`config.mk`:
```
export PLATFORM = sky130hd
export DESIGN_NAME = mem_wb_stage
export DESIGN_NICKNAME = d
export VERILOG_FILES = /design/src/rtl/mem_wb_stage.sv
export SDC_FILE = /design/constraint.sdc
export NUM_CORES = 1
export LEC_CHECK = 0
export ABC_AREA = 1
export BUFFER_PORTS_ARGS = -buffer_cell sky130_fd_sc_hd__buf_4
export CAP_MARGIN = 30
export CORE_UTILIZATION = 40
export DETAILED_ROUTE_END_ITERATION = 8
export GPL_ROUTABILITY_DRIVEN = 0
export PLACE_DENSITY = 0.66
export RECOVER_POWER = 50
export SYNTH_ARGS = -nofsm -noshare
export SYNTH_HDL_FRONTEND = slang
export SYNTH_SLANG_ARGS = --single-unit
```
`constraint.sdc`:
```
create_clock -name clk -period 7.4 [get_ports clk]
set_clock_uncertainty 0.15 [all_clocks]
set_input_delay 1.48 -clock clk [delete_from_list [all_inputs] [get_ports clk]]
set_output_delay 1.48 -clock clk [all_outputs]
set_load 0.005 [all_outputs]
```
`src/rtl/mem_wb_stage.sv`:
```
// mem_wb_stage: EX/MEM and MEM/WB pipeline registers for the rv32i back end.
// Handles the data-memory handshake (with timeout) and drives the
// register-file write port. stallM freezes E, M and every upstream stage
// while a memory access is outstanding.
module mem_wb_stage #(
  parameter int DPW     = 32,
  parameter int ADW     = 5,
  parameter int TIMEOUT = 16
) (
  input  logic           clk,
  input  logic           arst,
  input  logic           regwriteE,
  input  logic           resultsrcE,
  input  logic           memwriteE,
  input  logic [ADW-1:0] RdE,
  input  logic [DPW-1:0] aluresultE,
  input  logic [DPW-1:0] writedataE,
  output logic           dmem_req,
  output logic           dmem_we,
  output logic [DPW-1:0] dmem_addr,
  output logic [DPW-1:0] dmem_wdata,
  input  logic           dmem_ack,
  input  logic [DPW-1:0] dmem_rdata,
  output logic           stallM,
  output logic           regwriteM,
  output logic [ADW-1:0] RdM,
  output logic [DPW-1:0] aluresultM,
  output logic           we_3,
  output logic [ADW-1:0] addr_3,
  output logic [DPW-1:0] wd_3,
  output logic           bus_err
);

  localparam int CW = (TIMEOUT > 2) ? $clog2(TIMEOUT) : 1;

  typedef enum logic {IDLE, WAIT} state_t;

  // M-stage registers
  logic           regwriteM_q, resultsrcM_q, memwriteM_q;
  logic [ADW-1:0] RdM_q;
  logic [DPW-1:0] aluresultM_q, writedataM_q;

  // W-stage registers
  logic           regwriteW_q;
  logic [ADW-1:0] RdW_q;
  logic [DPW-1:0] resultW_q;

  // Handshake FSM
  state_t         state_q, state_d;
  logic [CW-1:0]  cnt_q, cnt_d;
  logic           bus_err_q;

  logic           memop;
  logic           timeout_hit;
  logic [DPW-1:0] rdata_eff;

  // The M register only advances once its access is done (ack or timeout),
  // so a memory op in M always has a live request; no extra gating needed.
  assign memop      = resultsrcM_q | memwriteM_q;
  assign dmem_req   = memop;
  assign dmem_we    = memwriteM_q;
  assign dmem_addr  = aluresultM_q;
  assign dmem_wdata = writedataM_q;

  // cnt_q counts cycles the request has already been outstanding; the first
  // request cycle (still IDLE) is cycle 0, so the request is held for exactly
  // TIMEOUT cycles before it is abandoned.
  assign timeout_hit = (state_q == WAIT) && (cnt_q == CW'(TIMEOUT - 1));
  assign stallM      = dmem_req & ~dmem_ack & ~timeout_hit;
  assign rdata_eff   = timeout_hit ? '0 : dmem_rdata;

  assign regwriteM  = regwriteM_q;
  assign RdM        = RdM_q;
  assign aluresultM = aluresultM_q;

  assign we_3    = regwriteW_q & (RdW_q != '0);
  assign addr_3  = RdW_q;
  assign wd_3    = resultW_q;
  assign bus_err = bus_err_q;

  // EX/MEM register: capture E whenever the pipe is not frozen
  always_ff @(posedge clk or posedge arst) begin
    if (arst) begin
      regwriteM_q  <= 1'b0;
      resultsrcM_q <= 1'b0;
      memwriteM_q  <= 1'b0;
      RdM_q        <= '0;
      aluresultM_q <= '0;
      writedataM_q <= '0;
    end else if (!stallM) begin
      regwriteM_q  <= regwriteE;
      resultsrcM_q <= resultsrcE;
      memwriteM_q  <= memwriteE;
      RdM_q        <= RdE;
      aluresultM_q <= aluresultE;
      writedataM_q <= writedataE;
    end
  end

  // MEM/WB register: capture result when M completes, else insert a bubble
  always_ff @(posedge clk or posedge arst) begin
    if (arst) begin
      regwriteW_q <= 1'b0;
      RdW_q       <= '0;
      resultW_q   <= '0;
    end else if (!stallM) begin
      regwriteW_q <= regwriteM_q;
      RdW_q       <= RdM_q;
      resultW_q   <= resultsrcM_q ? rdata_eff : aluresultM_q;
    end else begin
      regwriteW_q <= 1'b0;
    end
  end

  // FSM state, wait counter and sticky bus error
  always_ff @(posedge clk or posedge arst) begin
    if (arst) begin
      state_q   <= IDLE;
      cnt_q     <= '0;
      bus_err_q <= 1'b0;
    end else begin
      state_q   <= state_d;
      cnt_q     <= cnt_d;
      bus_err_q <= bus_err_q | timeout_hit;
    end
  end

  // Next-state logic: enter WAIT on an unacked request, leave on ack/timeout
  always_comb begin
    state_d = state_q;
    cnt_d   = '0;
    case (state_q)
      IDLE: begin
        if (dmem_req && !dmem_ack) begin
          state_d = WAIT;
          cnt_d   = CW'(1);
        end
      end
      WAIT: begin
        if (dmem_ack || timeout_hit) begin
          state_d = IDLE;
        end else begin
          cnt_d = cnt_q + CW'(1);
        end
      end
      default: state_d = IDLE;
    endcase
  end

endmodule

```
# ---- Word-level counts from Yosys, hierarchy flattened
# Index checks and enable logic that the tools add are counted.
dict set report word_totals {
  register_bits 116
  inputBits 107
}
dict set report classes {
  eq_ne 1
  n_reduce_logical 5
  addsub 1
  muxes 9
  bitwise_logic 8
}
# cell count
set ops {}
lappend ops {{two-way mux 32 bit} 2}
lappend ops {{case mux 4 bit (2 select lines)} 1}
lappend ops {{nonzero test 5 bit} 1}
lappend ops {{adder 4 x 1 -> 4 bit (second input constant)} 1}
lappend ops {{equality test 4 bit (second input constant)} 1}
lappend ops {{two-way mux 1 bit} 4}
lappend ops {{two-way mux 4 bit} 1}
lappend ops {{bitwise AND 1 bit} 3}
lappend ops {{inverter 1 bit} 3}
lappend ops {{logical AND 1 bit} 2}
lappend ops {{bitwise OR 1 bit} 2}
lappend ops {{case mux 1 bit (2 select lines)} 1}
lappend ops {{zero test 1 bit} 1}
lappend ops {{logical OR 1 bit} 1}

# ---- Logic depth before layout (Yosys ltp)
dict set report logic_depth {
  depth_word 5
  ltp_mapped 10
  depth_no_buf 7
}

# ---- Least setup slack after synthesis
# Ideal clock, no wire load.
dict set report synth_timing {
  path_type {input port to output port}
  start {input port dmem_ack}
  end {output port stallM}
  setup_slack_ps 3815
  n_path_buf 1
  t_required_ps 5770
  cell_stages 4
  t_arrival_ps 1955
  path_cell_list {inv_1 nand2_2 nor2_4 buf_2}
}
dict set report synth_between {
  elab_chain_len 3
}
# element line_no
set synth_lines {}
lappend synth_lines {{start: declaration} 22} ;# input logic dmem_ack,
lappend synth_lines {{inverter 1 bit} 69} ;# assign stallM = dmem_req & ~dmem_ack & ~timeout_hit;
lappend synth_lines {{bitwise AND 1 bit (2 in series)} 69}
lappend synth_lines {{end: declaration} 24} ;# output logic stallM,
# Every way passes these cells.

# ---- Worst setup path in the final report
# Same ends and word-level chain as after synthesis.

==> impl_metrics.ini <==
[outcome]
outcome = finished with violations
violations_in_the_final_reports = capacitance limit, slew limit

[yosys]
yosysWarnings = 0
synth_sequential_area_ratio = 0.5346
avgSynthCellArea_um2 = 7.692
synth.net_count = 814
post_synth_instance_area_um2 = 5430
postSynthRegisterBits = 116
synth.distinct_cells = 19
post_synth_inst_count = 706

[drt]
route.final.wire_length_mm = 14.35
ant_nets_after_route = 0
drt_iter0_drc = 249
drc = 0
wl_per_cell_um = 13.03
drt_pass1_iterations = 4
num_vias = 4894
vias_per_cell = 4.445

[cells_and_area]
layout.cells.most_common_list = sky130_fd_sc_hd__nand2_1, sky130_fd_sc_hd__buf_4, sky130_fd_sc_hd__dfrtp_1
n_antenna_cell = 0
num-nets-final = 1020
layout.core_utilization = 0.5777
final_layout_size_suffix_gt1_frac = 0.2897
mostFrequentLayoutCell = sky130_fd_sc_hd__nand2_1
syn_to_final_growth_pct = 40.88
num-fill-cells = 1311

[critical_path]
crit_fanout = 32
critPathMaxStageDelay_ns = 0.60
cp_cell_sequence = clkbuf_1 -> inv_1 -> nand2_2 -> nor2_4 -> buf_4
critPathArrivalTime_ns = 2.60
rr_startpoint = cnt_q[0]$_DFF_PP0_
critPathLaunchType = input port
crit_required_ns = 5.77
worst_path_max_delay_cell = sky130_fd_sc_hd__nor2_4
cp-startpoint = dmem_ack
path_class = in -> out
critical_path.endpoint_type = output pin

[clock_network]
cts_hold_repair_buffers = 0
clk_transition_reported_paths_ns = 0.05
clkLatencyLatePin_ns = 0.41
cts_made_buffers = 17
cts_setup_buffers = 0
max-clock-path-buffers = 2
cts_repair_resize_count = 0
cts_max_level = 4
clock_sink_count = 116
root_buffer = sky130_fd_sc_hd__clkbuf_16
tritoncts = yes

[global_route]
first_pass_grt_wire_length_mm = 23.91
antenna_found_initial = 0
grt_start_max_net_pins = 82
global_route.usage.total = 0.2178
number_of_global_route_vias_before_repair = 4686
globalRoute.totalOverflow = 0

[sta]
rsz_0062_raised_after_global_routing = false
max-slew-margin-rel = -0.5478
period_share = 0.5714
totalNegativeSetupSlack_ns = 0
timing_max_transition_violations_final = 54
timing_worst_slew_pin_value_ns = 2.309
hold_viol_final = 0
setup_violations = 0
finalWorstPathRequiredPeriod_ns = 4.228
fmax_ghz = 0.2365

[power]
sequential_cell_fraction_of_total_power = 0.374
switching_share = 0.2712
switchingPower_mw = 0.5930
leakage_power_figure_nw = 4.467
power.internal_mw = 1.593
power.ir.vdd_worst_mv = 0.1687
p_per_area_nw_per_um2 = 285.8
p_comb_frac = 0.212
power.share.clock = 0.414

[die]
floorplan.die_area_um2 = 14050
die-width_um = 118.5
fp.dieH_um = 118.5
io_pins = 251
floorplan.rows = 42
initial_core_util = 0.4101
fp.coreArea_um2 = 13240

[placement]
detailedPlacementHpwl_mm = 9.458
port_buffers = 250

[min_path]
hold_path_startpoint = dmem_wdata[11]$_DFFE_PP0N_
hp-class = reg -> reg

[run]
cap_violations = 1
metal layers:
metal	wire length (µm)	global-route usage
met5	0	0
met4	286	0.08782
met3	954	0.06902
met2	6803	0.3430
met1	6302	0.2779
cell families (layout without fill, tap and decap cells):
logic type / after synthesis / after routing / synth area share
simple gates: 446 / 446 / 0.3134
flops: 116 / 116 / 0.5346
buf+inv: 109 / 328 / 0.1177
compound gates: 33 / 33 / 0.03042
fa+ha+maj: 1 / 1 / 0.002304
xor+xnor: 1 / 1 / 0.001613
flip-flops by register name, summed over array words and instances (netlist names):
register      flops
state_q           1
cnt_q             4
aluresultM       32
wd_3             32
resultsrcM_q      1
dmem_wdata       32
addr_3            5
RdM               5
regwriteM         1
regwriteW_q       1
dmem_we           1
bus_err           1
power groups by stage:
| stage | clock (mW) | sequential [mW] | combinational (mW) |
|---|---|---|---|
| 2_1_floorplan | 0 | 0.827 | 0.245 |
| 4_1_cts | 0.922 | 0.822 | 0.503 |
| 3_5_place_dp | 0 | 0.830 | 0.502 |
| 5_1_grt | 0.951 | 0.834 | 0.530 |
| 3_3_place_gp | 0 | 0.831 | 0.497 |
| 6_report | 0.904 | 0.818 | 0.464 |
worst max-delay path: cells and delay by family:
family / cells / cell delay, ns
buf+inv: 3 / 0.41
simple gates: 2 / 0.68
metrics by stage:
step	instance area [µm²]	cells	power (mW)	hold slack (ns)	setup WS, ns
after floorplan	5430	706	1.073	0.3150	2.698
after global placement	7077	1068	1.327	0.3133	3.152
after detailed placement	7092	1069	1.331	0.3159	3.137
after CTS	7744	1101	2.247	0.3292	3.126
after global routing	7650	1101	2.315	0.3403	3.059
final	7650	1101	2.186	0.3247	3.172
cell type report:
class | instances | area (µm²) | share of cell area
flip-flops and latches | 116 | 2903 | 0.3795
multi-input cells | 481 | 1886 | 0.2465
repair buffers | 255 | 1832 | 0.2395
clock buffers | 23 | 478.0 | 0.06248
well taps | 176 | 220.2 | 0.02879
clock inverters | 9 | 173.9 | 0.02273
inverters | 41 | 157.7 | 0.02061
final timing paths:
check                                             endpoint  slack, ns  cells past startpoint
worst max-delay path                                stallM       3.17                      5
worst min-delay path            dmem_wdata[11]$_DFFE_PP0N_       0.32                      2
worst max register to register        wd_3[23]$_DFFE_PP0N_       4.22                      8
worst min register to register  dmem_wdata[11]$_DFFE_PP0N_       0.32                      2
max in group asynchronous             wd_3[17]$_DFFE_PP0N_       3.88                      3
min in group asynchronous        dmem_wdata[1]$_DFFE_PP0N_       1.54                      2
synthesized netlist by cell type:
library cell	count	area, µm²
sky130_fd_sc_hd__nand2_1	428	1607
sky130_fd_sc_hd__nor2_4	1	11.26
sky130_fd_sc_hd__or2_2	1	6.260
sky130_fd_sc_hd__nand3_1	3	15.01
sky130_fd_sc_hd__nor2_2	1	6.260
sky130_fd_sc_hd__inv_2	1	3.750
sky130_fd_sc_hd__dfrtp_1	116	2903
sky130_fd_sc_hd__buf_4	33	247.7
sky130_fd_sc_hd__o21ai_0	33	165.2
sky130_fd_sc_hd__xor2_1	1	8.760
sky130_fd_sc_hd__ha_1	1	12.51
sky130_fd_sc_hd__nand2_2	3	18.77
sky130_fd_sc_hd__buf_2	11	55.05
sky130_fd_sc_hd__buf_6	12	135.1
sky130_fd_sc_hd__nand3b_1	1	7.510
sky130_fd_sc_hd__clkbuf_1	12	45.04
sky130_fd_sc_hd__inv_1	39	146.4
sky130_fd_sc_hd__inv_4	1	6.260
sky130_fd_sc_hd__nor2_1	8	30.03
Note: power is estimated with default switching activity, not from simulation.
